===== config.mk =====
export PLATFORM = sky130hd
export DESIGN_NAME = emmc_loopback_seq
export DESIGN_NICKNAME = d
export VERILOG_FILES = /design/src/rtl/emmc_loopback_seq.sv
export SDC_FILE = /design/constraint.sdc
export NUM_CORES = 1
export LEC_CHECK = 0
export ABC_AREA = 1
export BUFFER_PORTS_ARGS = -buffer_cell sky130_fd_sc_hd__clkbuf_2
export CORE_MARGIN = 1
export CORE_UTILIZATION = 45
export CTS_BUF_LIST = sky130_fd_sc_hd__clkbuf_8
export CTS_CLUSTER_SIZE = 30
export DETAILED_ROUTE_END_ITERATION = 10
export GPL_TIMING_DRIVEN = 0
export HOLD_SLACK_MARGIN = 0.02
export SYNTH_ARGS = -nofsm -noshare
export SYNTH_HDL_FRONTEND = slang
export SYNTH_SLANG_ARGS = --single-unit

===== constraint.sdc =====
create_clock -name clk_i -period 9.02 [get_ports clk_i]
set_input_delay 0.902 -clock clk_i [delete_from_list [all_inputs] [get_ports clk_i]]
set_output_delay 0.902 -clock clk_i [all_outputs]
set_load 0.05 [all_outputs]

===== src/rtl/emmc_loopback_seq.sv =====
// Write-then-read-back exerciser for emmc_sm: writes an incrementing pattern, reads it back, counts mismatches.
// Latency: start pulse one cycle after go_i; flow paced by emmc_ready_i / emmc_dvalid_i, aborts after TIMEOUT_CYC idle cycles.
module emmc_loopback_seq #(
    parameter int DATA_W        = 16,
    parameter int WORDS_PER_BLK = 256,
    parameter int GAP_CYC       = 16,
    parameter int TIMEOUT_CYC   = 1048576
) (
    input  logic              clk_i,
    input  logic              rst_i,
    input  logic              go_i,
    input  logic [15:0]       blk_cnt_i,
    input  logic [DATA_W-1:0] seed_i,
    output logic              emmc_start_o,
    output logic              emmc_we_o,
    output logic [15:0]       emmc_blk_cnt_o,
    output logic [DATA_W-1:0] emmc_dat_o,
    input  logic              emmc_ready_i,
    input  logic [DATA_W-1:0] emmc_dat_i,
    input  logic              emmc_dvalid_i,
    output logic              busy_o,
    output logic              done_o,
    output logic              pass_o,
    output logic              timeout_o,
    output logic [15:0]       err_cnt_o,
    output logic [31:0]       first_err_idx_o
);

    typedef enum logic [2:0] {
        S_IDLE, S_WR_START, S_WR_DATA, S_GAP, S_RD_START, S_RD_DATA, S_DONE
    } state_t;

    state_t            r_state;
    logic [DATA_W-1:0] r_seed;
    logic [31:0]       r_total;
    logic [31:0]       r_idx;
    logic [31:0]       r_timer;

    logic [31:0]       w_idx_nxt;
    logic              w_last;
    logic [DATA_W-1:0] w_exp;
    logic              w_mis;
    logic              w_to;
    logic              w_gap_end;
    logic [15:0]       w_err_nxt;

    assign w_idx_nxt = r_idx + 32'd1;
    assign w_last    = (w_idx_nxt == r_total);
    assign w_exp     = r_seed + DATA_W'(r_idx);
    assign w_mis     = (emmc_dat_i != w_exp);
    assign w_to      = ((r_timer + 32'd1) == 32'(TIMEOUT_CYC));
    assign w_gap_end = ((r_timer + 32'd1) >= 32'(GAP_CYC));
    assign w_err_nxt = (err_cnt_o == 16'hFFFF) ? err_cnt_o : err_cnt_o + 16'd1;

    always_ff @(posedge clk_i) begin
        if (rst_i) begin
            r_state         <= S_IDLE;
            r_seed          <= '0;
            r_total         <= '0;
            r_idx           <= '0;
            r_timer         <= '0;
            emmc_start_o    <= 1'b0;
            emmc_we_o       <= 1'b0;
            emmc_blk_cnt_o  <= '0;
            emmc_dat_o      <= '0;
            busy_o          <= 1'b0;
            done_o          <= 1'b0;
            pass_o          <= 1'b0;
            timeout_o       <= 1'b0;
            err_cnt_o       <= '0;
            first_err_idx_o <= 32'hFFFF_FFFF;
        end else begin
            emmc_start_o <= 1'b0;
            case (r_state)
                S_IDLE, S_DONE: begin
                    if (go_i) begin
                        r_seed          <= seed_i;
                        emmc_blk_cnt_o  <= blk_cnt_i;
                        r_total         <= 32'(blk_cnt_i) * 32'(WORDS_PER_BLK);
                        r_idx           <= '0;
                        r_timer         <= '0;
                        err_cnt_o       <= '0;
                        first_err_idx_o <= 32'hFFFF_FFFF;
                        timeout_o       <= 1'b0;
                        emmc_dat_o      <= seed_i;
                        if (blk_cnt_i == 16'd0) begin
                            // Empty run completes immediately without touching the card.
                            r_state   <= S_DONE;
                            done_o    <= 1'b1;
                            pass_o    <= 1'b1;
                            busy_o    <= 1'b0;
                            emmc_we_o <= 1'b0;
                        end else begin
                            r_state      <= S_WR_START;
                            emmc_start_o <= 1'b1;
                            emmc_we_o    <= 1'b1;
                            busy_o       <= 1'b1;
                            done_o       <= 1'b0;
                            pass_o       <= 1'b0;
                        end
                    end
                end
                S_WR_START: begin
                    r_state <= S_WR_DATA;
                    r_timer <= '0;
                end
                S_WR_DATA: begin
                    if (emmc_ready_i) begin
                        r_idx      <= w_idx_nxt;
                        emmc_dat_o <= r_seed + DATA_W'(w_idx_nxt);
                        r_timer    <= '0;
                        if (w_last) r_state <= S_GAP;
                    end else if (w_to) begin
                        r_state   <= S_DONE;
                        timeout_o <= 1'b1;
                        pass_o    <= 1'b0;
                        done_o    <= 1'b1;
                        busy_o    <= 1'b0;
                    end else begin
                        r_timer <= r_timer + 32'd1;
                    end
                end
                S_GAP: begin
                    // The timer doubles as the gap counter; it is cleared again on read entry.
                    if (w_gap_end) begin
                        r_state      <= S_RD_START;
                        emmc_start_o <= 1'b1;
                        emmc_we_o    <= 1'b0;
                        r_idx        <= '0;
                        r_timer      <= '0;
                    end else begin
                        r_timer <= r_timer + 32'd1;
                    end
                end
                S_RD_START: begin
                    r_state <= S_RD_DATA;
                    r_timer <= '0;
                end
                S_RD_DATA: begin
                    if (emmc_dvalid_i) begin
                        if (w_mis) begin
                            err_cnt_o <= w_err_nxt;
                            if (err_cnt_o == 16'd0) first_err_idx_o <= r_idx;
                        end
                        r_idx   <= w_idx_nxt;
                        r_timer <= '0;
                        if (w_last) begin
                            r_state <= S_DONE;
                            done_o  <= 1'b1;
                            busy_o  <= 1'b0;
                            pass_o  <= !w_mis && (err_cnt_o == 16'd0);
                        end
                    end else if (w_to) begin
                        r_state   <= S_DONE;
                        timeout_o <= 1'b1;
                        pass_o    <= 1'b0;
                        done_o    <= 1'b1;
                        busy_o    <= 1'b0;
                    end else begin
                        r_timer <= r_timer + 32'd1;
                    end
                end
                default: r_state <= S_IDLE;
            endcase
        end
    end

endmodule


==> summary.txt, run 1 <==
Global routing
  – Via count of the first global-routing pass: roughly 13,000
  – Gr ovfl total: 0
  – Largest net degree at the start of global routing: 17
  – Antenna violations before repair: 0
  – First-pass GRT wire length: between 60,000 and 70,000 µm
  – Total GRT Usage: 0.3064

Routing
  – Residual DRC: 3
  – ANT nets after route: 0
  – WL/cell: between 15 and 20 µm
  – DR iter-0 viols: 1,064
  – WL final: between 40,000 and 50,000 µm
  – Vias/cell: about 5.3
  – Via count: 13,578
  – DRT Pass-1 Iters: 10

Hold path
  – Worst hold start: first_err_idx_o[14]
  – Hold/Removal Path Class: flop to flop
  – WHS Endpoint: first_err_idx_o[14]
  – Hold Crit Depth: 2

Synth
  – Post-synth net total: approximately 2,100
  – Synth area leaders: dfxtp_1 (28%), nand2_1 (20%), nor2_1 (8.9%)
  – Ys async rst share: 0
  – Area leader, netlist: dfxtp_1
  – Sequential area share after synthesis: 0.2792
  – Top-count cell post-synth: nand2_1
  – Netlist cell types: 47
  – Synthesized area per cell: ~5.9 µm²
  – Synth top area share: 0.2792
  – Yosys warns: 0
  – Main synth FF type: dfxtp_1
  – Synthesis-stage register bit count: between 150 and 200
  – Mapped cell area: around 0.012 mm²
  – Synth Instances: 2,041
  – Commonest cells in the netlist: nand2_1 (656), nor2_1 (288), inv_1 (210), nand3_1 (187), dfxtp_1 (169)
  – Number of enable flip-flop cells after synthesis: 0

Final layout
  – Final instance area: between 0.01 and 0.015 mm²
  – FILL cells: roughly 2,900
  – Layout Cells excl Fill: between 2,000 and 3,000
  – Antenna diodes: 0
  – Final core utilization: 0.5204
  – Layout cell share with drive strength beyond 1: 0.1095
  – Area Overhead vs Synth: 12.53%
  – Nets: 2,287

Clock network
  – Clock Path Buffers: 2
  – Clock sinks: 169
  – CTS clock-pin slew for the worst setup and hold paths: approximately 0.1 ns
  – CTS tree: yes
  – Num CTS Buffers: 17
  – Root Driver: clkbuf_8
  – Hold Buf Count CTS: 0
  – Post-cts gate resize count: 0
  – Postcts setup bufs: 0
  – H-tree Lvls: 4
  – Worst skew pair latency: approximately 0.5 ns

Worst setup path
  – Worst R2R Start: r_idx[0]
  – Crit path arrival time: roughly 4.3 ns
  – Worst Setup End Kind: flop
  – Setup crit start: r_idx[0]
  – R2R depth: 17
  – Critical path launch point type: flop
  – Critical path class: flop to flop
  – CP max FO: 9
  – Worst R2R Setup Slack: ~5.1 ns
  – CP required: ~9.4 ns
  – RR Endpoint: emmc_dat_o[11]

Power
  – P_leak: 6.317 nW
  – Power density over the cells: 324.9 mW/mm²
  – Peak supply drop: around 0.00028 V

Floorplanning
  – Core Footprint: around 0.026 mm²
  – Die footprint: around 0.028 mm²
  – Die Wd: 166.1 µm
  – Die H: between 150 and 200 µm
  – Io pins: ~140
  – Row count: 59
  – Initial core utilization: 0.4624

Place
  – GPL Wtd Cong: 0.9696
  – Pre-CTS setup slack: roughly 5.2 ns
  – Post-DP Area: approximately 0.013 mm²
  – Placed cell count: about 2,500
  – I/O Buffers: roughly 140
  – Post-DP HPWL: about 34,000 µm

Timing
  – Worst slew margin: 0.4129
  – Setup Skew: 0.02385 ns
  – Unrepaired setup endpoints after global routing: false
  – Fmax: 254.0 MHz
  – Final min period: 3.937 ns
  – Slew Limit Fails: 0
  – TNS Setup: 0 ns
  – Final setup vio count: 0
  – Slew @ Worst Pin: about 0.9 ns
  – Final Hold Viols: 0
  – Fin crit share: 0.4365
  – Worst setup margin: just over 5 ns

Run status
  – Violated checks: design-rule violations
  – Run status: complete, but fails checks

Run
  – Maxcap violations: 0
[placed cells by master (no fill, tap or decap), types with 4 or more instances in the layout]
master	netlist	routed
nand4_1	57	57
nor4_1	10	10
nand3_2	6	6
nor2_2	14	14
buf_6	7	7
ha_1	34	34
buf_2	12	12
nand3_1	187	187
clkbuf_2	1	139
nor3_1	15	15
a31oi_1	8	8
inv_1	210	210
clkbuf_1	54	54
and2_1	5	5
nor2_1	288	288
clkinv_1	4	4
xor2_1	27	27
clkbuf_8	0	18
a21oi_1	108	108
inv_8	0	4
o21bai_1	6	6
inv_2	5	5
o21ai_1	4	4
or2_2	9	9
dfxtp_1	169	169
a31o_2	9	9
o2111ai_1	5	5
o21ai_0	65	65
nand3b_1	14	14
nand2_1	656	656
xnor2_1	20	20
[layer usage]
| metal | vias up | wire [µm] | track usage |
|---|---|---|---|
| met3 | 54 | 2105 | 0.03313 |
| met4 | 0 | 916 | 0.08980 |
| met2 | 439 | 19720 | 0.5214 |
| met1 | 6197 | 19370 | 0.4077 |
| met5 | - | 0 | 0 |
| li1 | 6888 | - | - |
[state kept, by name, summed over array words and instances (netlist names), 3 cells and up]
register         count
err_cnt_o           16
r_state              3
first_err_idx_o     32
r_idx               32
emmc_dat_o          16
r_timer             32
r_total             16
r_seed              16
[cell type report]
type                            instances  area, µm²  area share
Multi-Input combinational cell       1577       7560      0.5543
Tap cell                              335      419.2     0.03073
Inverter                              219      822.0     0.06028
Sequential cell                       169       3383      0.2481
Clock inverter                         13      161.4     0.01183
Timing Repair Buffer                  138      690.7     0.05064
Clock buffer                           18      247.7     0.01817
Buffer                                 76      354.1     0.02596
[worst max-delay path, stage by stage (launching register included)]
cell     delay (ns)
dfxtp_1        0.56
ha_1           0.41
nand2_1        0.13
nor2_1         0.43
nand2_1        0.09
nand2_1        0.16
inv_1          0.10
ha_1           0.35
inv_1          0.07
o21ai_0        0.14
nor2_1         0.09
o21ai_0        0.40
a21oi_1        0.18
o21ai_0        0.29
xnor2_1        0.17
nand2_1        0.08
nand2_1        0.08
a21oi_1        0.05
[stage by stage]
step | hold WS [ns] | total power [mW]
floorplan | 0.4717 | 3.058
global placement | 0.4392 | 3.803
detailed placement | 0.4414 | 3.818
CTS | 0.4663 | 4.420
global route | 0.4928 | 4.742
finish | 0.4632 | 4.431
[worst max path at each step]
stage	to	slack (ns)
finish	emmc_dat_o[11]	5.08
global route	emmc_dat_o[14]	4.82
CTS	emmc_dat_o[11]	5.17
detailed placement	emmc_dat_o[11]	5.21
global placement	emmc_dat_o[11]	5.17
floorplan	emmc_dat_o[11]	6.17
[logic make-up after synthesis]
logic type      count (synthesis)  share of synthesized area
compound gates                221                     0.1017
buf+inv                       295                    0.09705
flops                         169                     0.2792
fa+ha+maj                      36                    0.03841
xor+xnor                       49                    0.03768
simple gates                 1271                     0.4460
[power breakdown]
group / switching, mW / internal [mW] / total [mW]
clock network: 0.338 / 0.262 / 0.600
logic: 1.94 / 0.726 / 2.67
registers: 0.194 / 0.969 / 1.16
total: 2.47 / 1.96 / 4.43
Note: power is estimated with default switching activity, not from simulation.
==> inputs of run 2 (changes only) <==
==> constraint.sdc (replaced) <==
create_clock -name clk_i -period 4.1 [get_ports clk_i]
set_input_delay 0.41 -clock clk_i [delete_from_list [all_inputs] [get_ports clk_i]]
set_output_delay 0.41 -clock clk_i [all_outputs]
set_load 0.05 [all_outputs]
==> summary.txt, run 2 (synthesis results as in run 1) <==
Timing
  – Fmax: 261.9 MHz (+3.1%)
  – Final min period: 3.818 ns (-0.1185 ns)
  – Slew @ Worst Pin: 0.9078 ns (+0.03136 ns)
  – Setup Skew: 0.02395 ns (+0.0001002 ns)
  – Worst hold slack: 0.1557 ns (-0.3075 ns)
  – Worst slew margin: 0.3919 (-0.02100)
  – Slew Limit Fails: 0 (unchanged)
  – Unrepaired setup endpoints after global routing: false
  – Fin crit share: 0.9313 (+0.4948)
  – Worst setup margin: 0.2817 ns (-4.802 ns)
  – Final setup vio count: 0 (unchanged)
  – TNS Setup: 0 ns (unchanged)
  – Final Hold Viols: 0 (unchanged)

Global routing
  – Total GRT Usage: 0.3064 (unchanged)
  – Largest net degree at the start of global routing: 17 (unchanged)
  – Via count of the first global-routing pass: 12,642 (unchanged)
  – First-pass GRT wire length: 67,050 µm (unchanged)
  – Gr ovfl total: 0 (unchanged)
  – Antenna violations before repair: 0 (unchanged)

Routing
  – DRT Pass-1 Iters: 9 (-1)
  – Vias/cell: 5.342 (+0.13%)
  – WL final: 42,140 µm (about the same)
  – ANT nets after route: 0 (unchanged)
  – DR iter-0 viols: 1,175 (+10%)
  – WL/cell: 16.56 µm (about the same)
  – Via count: 13,596 (+0.13%)
  – Residual DRC: 3 (unchanged)

Floorplanning
  – Io pins: 139 (unchanged)
  – Die H: 166.1 µm (unchanged)
  – Initial core utilization: 0.4624 (unchanged)
  – Core Footprint: 0.02621 mm² (unchanged)
  – Die footprint: 0.02759 mm² (unchanged)
  – Row count: 59 (unchanged)
  – Die Wd: 166.1 µm (unchanged)

Final layout
  – Biggest registers after layout: first_err_idx_o: 32 flops, r_idx: 32 flops, r_timer: 32 flops
  – Most common cell after layout, fill and taps aside: nand2_1
  – Most frequent cells in the layout: nand2_1 (656), nor2_1 (287), inv_1 (210)
  – Layout cell share with drive strength beyond 1: 0.1100 (+0.0004525)
  – Multi-input gate area: 0.007562 mm² (about the same)
  – Final instance area: 0.01364 mm² (about the same)
  – FILL cells: 2,863 (+0.035%)
  – Register area: 0.003383 mm² (unchanged)
  – Antenna diodes: 0 (unchanged)
  – Final core utilization: 0.5205 (about the same)
  – Nets: 2,287 (unchanged)
  – Area Overhead vs Synth: 12.55% (about the same)

Worst setup path
  – Crit path arrival time: 4.15 ns (-0.13 ns)
  – R2R depth: 14 (-3)
  – CP max FO: 9 (unchanged)
  – CP required: 4.44 ns (-4.92 ns)
  – Worst Setup End Kind: flop
  – CP peak stage delay: 0.54 ns (-0.02 ns)
  – Worst R2R Start: r_idx[0]
  – Critical path class: flop to flop
  – Critical path launch point type: flop
  – CP max-delay cell: dfxtp_1
  – Worst R2R Setup Slack: 0.28 ns (-4.80 ns)
  – Crit path cell chain: inv_1 -> nor2_1 -> nand2_1 -> nor2_1 -> xor2_1 -> ha_1 -> nand2_1 -> nand2_1 -> a31o_2 -> a221oi_1 -> o21ai_0 -> xor2_1 -> o21bai_1 -> a21oi_1
  – Crit-path most repeated cell: nand2_1
  – RR Endpoint: emmc_dat_o[14]

Hold path
  – Worst hold start: seed_i[9]
  – Hold/Removal Path Class: input pin to flop
  – WHS Endpoint: r_seed[9]
  – Hold Crit Depth: 3 (+1)

Run
  – Maxcap violations: 0 (unchanged)

Place
  – I/O Buffers: 138 (unchanged)
  – GPL Wtd Cong: 0.9696 (unchanged)
  – Post-DP Area: 0.01323 mm² (unchanged)
  – Post-DP HPWL: 33,980 µm (unchanged)
  – Pre-CTS setup slack: 0.2883 ns (-4.920 ns)

Clock network
  – Hold Buf Count CTS: 0 (unchanged)
  – Clock sinks: 169 (unchanged)
  – Worst skew pair latency: 0.49 ns (about the same)
  – Root Driver: clkbuf_8
  – CTS clock-pin slew for the worst setup and hold paths: 0.12 ns (+0.02 ns)
  – Num CTS Buffers: 17 (unchanged)
  – CTS tree: yes
  – Clock Path Buffers: 2 (unchanged)
  – H-tree Lvls: 4 (unchanged)

Power
  – Power density over the cells: 715.1 mW/mm² (+120%)
  – P_leak: 6.317 nW (about the same)
  – Peak supply drop: 0.0006120 V (+120%)

Run status
  – Run status: complete, but fails checks
  – Violated checks: design-rule violations
-- run 2: cell counts in the layout (fill, tap and decap cells not counted) --
No cell type changed its count.
-- run 2: through the flow --
stage	cells	total power, mW
after floorplan	2041	6.727
after CTS	2545	9.724
after global placement	2514	8.366
after global routing	2545	10.43
final	2545	9.754
after detailed placement	2514	8.399
-- run 2: how the worst max path moves through the flow --
stage | startpoint | endpoint | depth (start not counted)
2_1_floorplan | r_idx[0] | emmc_dat_o[11] | 17
6_report | r_idx[0] | emmc_dat_o[14] | 14
3_3_place_gp | r_idx[0] | emmc_dat_o[11] | 17
5_1_grt | r_idx[0] | emmc_dat_o[14] | 14
3_5_place_dp | r_idx[0] | emmc_dat_o[11] | 17
4_1_cts | r_idx[0] | emmc_dat_o[11] | 17
-- run 2: worst max-delay path, delay by kind of cell, from the launching register on --
kind	cells	cell delay [ns]
simple gates	5	1.31
compound gates	5	0.82
flops	1	0.54
xor+xnor	2	0.46
fa+ha+maj	1	0.34
buf+inv	1	0.19
-- run 2: cell type report --
cell class              count  area share
multi-input cells        1577      0.5544
flip-flops and latches    169      0.2480
inverters                 219     0.06026
repair buffers            138     0.05063
well taps                 335     0.03073
plain buffers              76     0.02596
clock buffers              18     0.01816
clock inverters            13     0.01183
-- run 2: where the power goes --
part           internal, mW  total, mW  switching [mW]
clock                 0.577       1.32           0.742
combinational          1.60       5.87            4.28
sequential             2.13       2.56           0.430
total                  4.31       9.75            5.45
-- run 2: timing repair --
action                                  CTS  global route
buffers inserted                          0             0
endpoints found under the hold margin     0             0
resized for setup                         0             1
endpoints found under the setup margin    0             3
-- run 2: layer usage --
layer	GRT usage	vias to the layer above	part of all wire
met1	0.4077	6211	0.46
met4	0.08980	0	0.022
met5	0	-	0
met2	0.5214	450	0.47
met3	0.03313	54	0.052
li1	-	6881	-
==> inputs of run 3 (changes only) <==
==> constraint.sdc (replaced) <==
create_clock -name clk_i -period 4.1 [get_ports clk_i]
set_input_delay 0.205 -clock clk_i [delete_from_list [all_inputs] [get_ports clk_i]]
set_output_delay 0.205 -clock clk_i [all_outputs]
set_load 0.05 [all_outputs]
==> summary.txt, run 3 (synthesis results as in run 1) <==
Worst setup path
  – CP required: 4.43 ns (about the same)
  – Critical path class: flop to flop
  – CP max-delay cell: dfxtp_1
  – CP peak stage delay: 0.54 ns (about the same)
  – Worst Setup End Kind: flop
  – CP max FO: 9 (unchanged)
  – Crit-path most repeated cell: nand2_1
  – Worst path top cell family by delay: simple AND/OR/NAND/NOR gates
  – Crit path cell chain: inv_1 -> nor2_1 -> nand2_1 -> nor2_1 -> xor2_1 -> ha_1 -> nand2_1 -> nand2_1 -> a31o_2 -> a221oi_1 -> o21ai_0 -> xor2_1 -> o21bai_1 -> a21oi_1
  – Crit path arrival time: 4.13 ns (-0.02 ns)
  – Critical path launch point type: flop
  – CP Buf/Inv Count: 1 (unchanged)

Global routing
  – Total GRT Usage: 0.3097 (+0.003345)
  – First-pass GRT wire length: 67,830 µm (+1.2%)
  – Via count of the first global-routing pass: 12,850 (+1.6%)
  – Gr ovfl total: 0 (unchanged)
  – Largest net degree at the start of global routing: 17 (unchanged)
  – Antenna violations before repair: 0 (unchanged)

Clock network
  – CTS tree: yes
  – Clock sinks: 169 (unchanged)
  – Num CTS Buffers: 17 (unchanged)
  – Root Driver: clkbuf_8
  – CTS clock-pin slew for the worst setup and hold paths: 0.11 ns (about the same)
  – Worst skew pair latency: 0.49 ns (about the same)
  – Clock Path Buffers: 2 (unchanged)
  – H-tree Lvls: 4 (unchanged)

Routing
  – Via count: 13,761 (+1.2%)
  – Residual DRC: 4 (+1)
  – WL/cell: 16.52 µm (-0.25%)
  – DRT Pass-1 Iters: 9 (unchanged)
  – ANT nets after route: 0 (unchanged)
  – WL final: 42,530 µm (+0.93%)
  – DR iter-0 viols: 1,038 (-12%)
  – Vias/cell: 5.344 (about the same)

Place
  – Post-DP HPWL: 33,980 µm (unchanged)
  – Pre-CTS setup slack: 0.2883 ns (unchanged)
  – I/O Buffers: 138 (unchanged)
  – Post-DP Area: 0.01323 mm² (unchanged)
  – GPL Wtd Cong: 0.9696 (unchanged)

Floorplanning
  – Initial core utilization: 0.4624 (unchanged)
  – Core Footprint: 0.02621 mm² (unchanged)
  – Die H: 166.1 µm (unchanged)
  – Die Wd: 166.1 µm (unchanged)
  – Io pins: 139 (unchanged)
  – Die footprint: 0.02759 mm² (unchanged)
  – Row count: 59 (unchanged)

Final layout
  – Final instance area: 0.01394 mm² (+2.2%)
  – Biggest registers after layout: first_err_idx_o: 32 flops, r_idx: 32 flops, r_timer: 32 flops
  – Area Overhead vs Synth: 15.03%
  – Antenna diodes: 0 (unchanged)
  – Nets: 2,317 (+1.3%)
  – Most common cell after layout, fill and taps aside: nand2_1
  – Layout cell share with drive strength beyond 1: 0.1085 (-0.001473)
  – Most frequent cells in the layout: nand2_1 (656), nor2_1 (287), inv_1 (210)

Timing
  – Unrepaired setup endpoints after global routing: false
  – Slew @ Worst Pin: 0.9082 ns (+0.0003133 ns)
  – Worst slew margin: 0.3917 (about the same)
  – Setup Skew: 0.02253 ns (-0.001424 ns)
  – Final min period: 3.793 ns (-0.02538 ns)
  – Final setup vio count: 0 (unchanged)
  – Fmax: 263.6 MHz (+0.67%)
  – Worst hold slack: 0.04074 ns (-0.1150 ns)
  – Fin crit share: 0.9251 (-0.006190)
  – Final Hold Viols: 0 (unchanged)
  – Slew Limit Fails: 0 (unchanged)
  – Worst setup margin: 0.3071 ns (+0.02538 ns)
  – TNS Setup: 0 ns (unchanged)

Power
  – Power density over the cells: 701.7 mW/mm² (-1.9%)
  – P_leak: 6.443 nW (+2.0%)
  – Peak supply drop: 0.0006154 V (+0.55%)
  – Pwr Total: 9.782 mW (+0.29%)

Run
  – Maxcap violations: 0 (unchanged)

Run status
  – Run status: complete, but fails checks
  – Violated checks: design-rule violations

Hold path
  – Hold/Removal Path Class: input pin to flop
run 3: timing repair:
item | 4_1_cts | 5_1_grt
setup buffers | 0 | 0
resized for setup | 0 | 1
hold endpoints to repair | 35 | 0
hold buffers | 30 | 0
endpoints found under the setup margin | 0 | 3
run 3: metal layers:
| layer | track usage | wire length [µm] | vias up |
|---|---|---|---|
| met4 | 0.08980 | 955 | 0 |
| met2 | 0.5316 | 20000 | 475 |
| met5 | 0 | 0 | - |
| met1 | 0.4087 | 19200 | 6274 |
| met3 | 0.03360 | 2366 | 62 |
| li1 | - | - | 6950 |
run 3: worst min-delay path: cells and delay by family:
family | cells | cell delay [ns]
buf+inv | 1 | 0.09
compound gates | 2 | 0.20
run 3: stage by stage:
stage,instances,utilization
2_1_floorplan,2041,-
3_3_place_gp,2514,0.5048
3_5_place_dp,2514,0.5048
4_1_cts,2575,0.5319
5_1_grt,2575,0.5320
6_report,2575,0.5320
run 3: area by class of cell:
class	count	area (µm²)
fill	2838	12270
multi-input combinational	1577	7562
sequential	169	3383
timing repair buffer	168	991.0
inverter	219	822.0
tap	335	419.2
buffer	76	354.1
clock buffer	18	247.7
clock inverter	13	161.4
run 3: final timing paths:
check / start / to / slack (ns) / cells after the start
setup reg to reg: r_idx[0] / emmc_dat_o[14] / 0.31 / 14
hold / removal: blk_cnt_i[11] / r_total[19] / 0.04 / 3
setup / recovery: r_idx[0] / emmc_dat_o[14] / 0.31 / 14
hold reg to reg: first_err_idx_o[25] / first_err_idx_o[25] / 0.46 / 2
run 3: power by group:
part           leakage (nW)  switching [mW]  internal (mW)  total (mW)
combinational          4.85            4.28           1.62        5.90
clock                 0.207           0.743          0.577        1.32
sequential             1.38           0.432           2.13        2.56
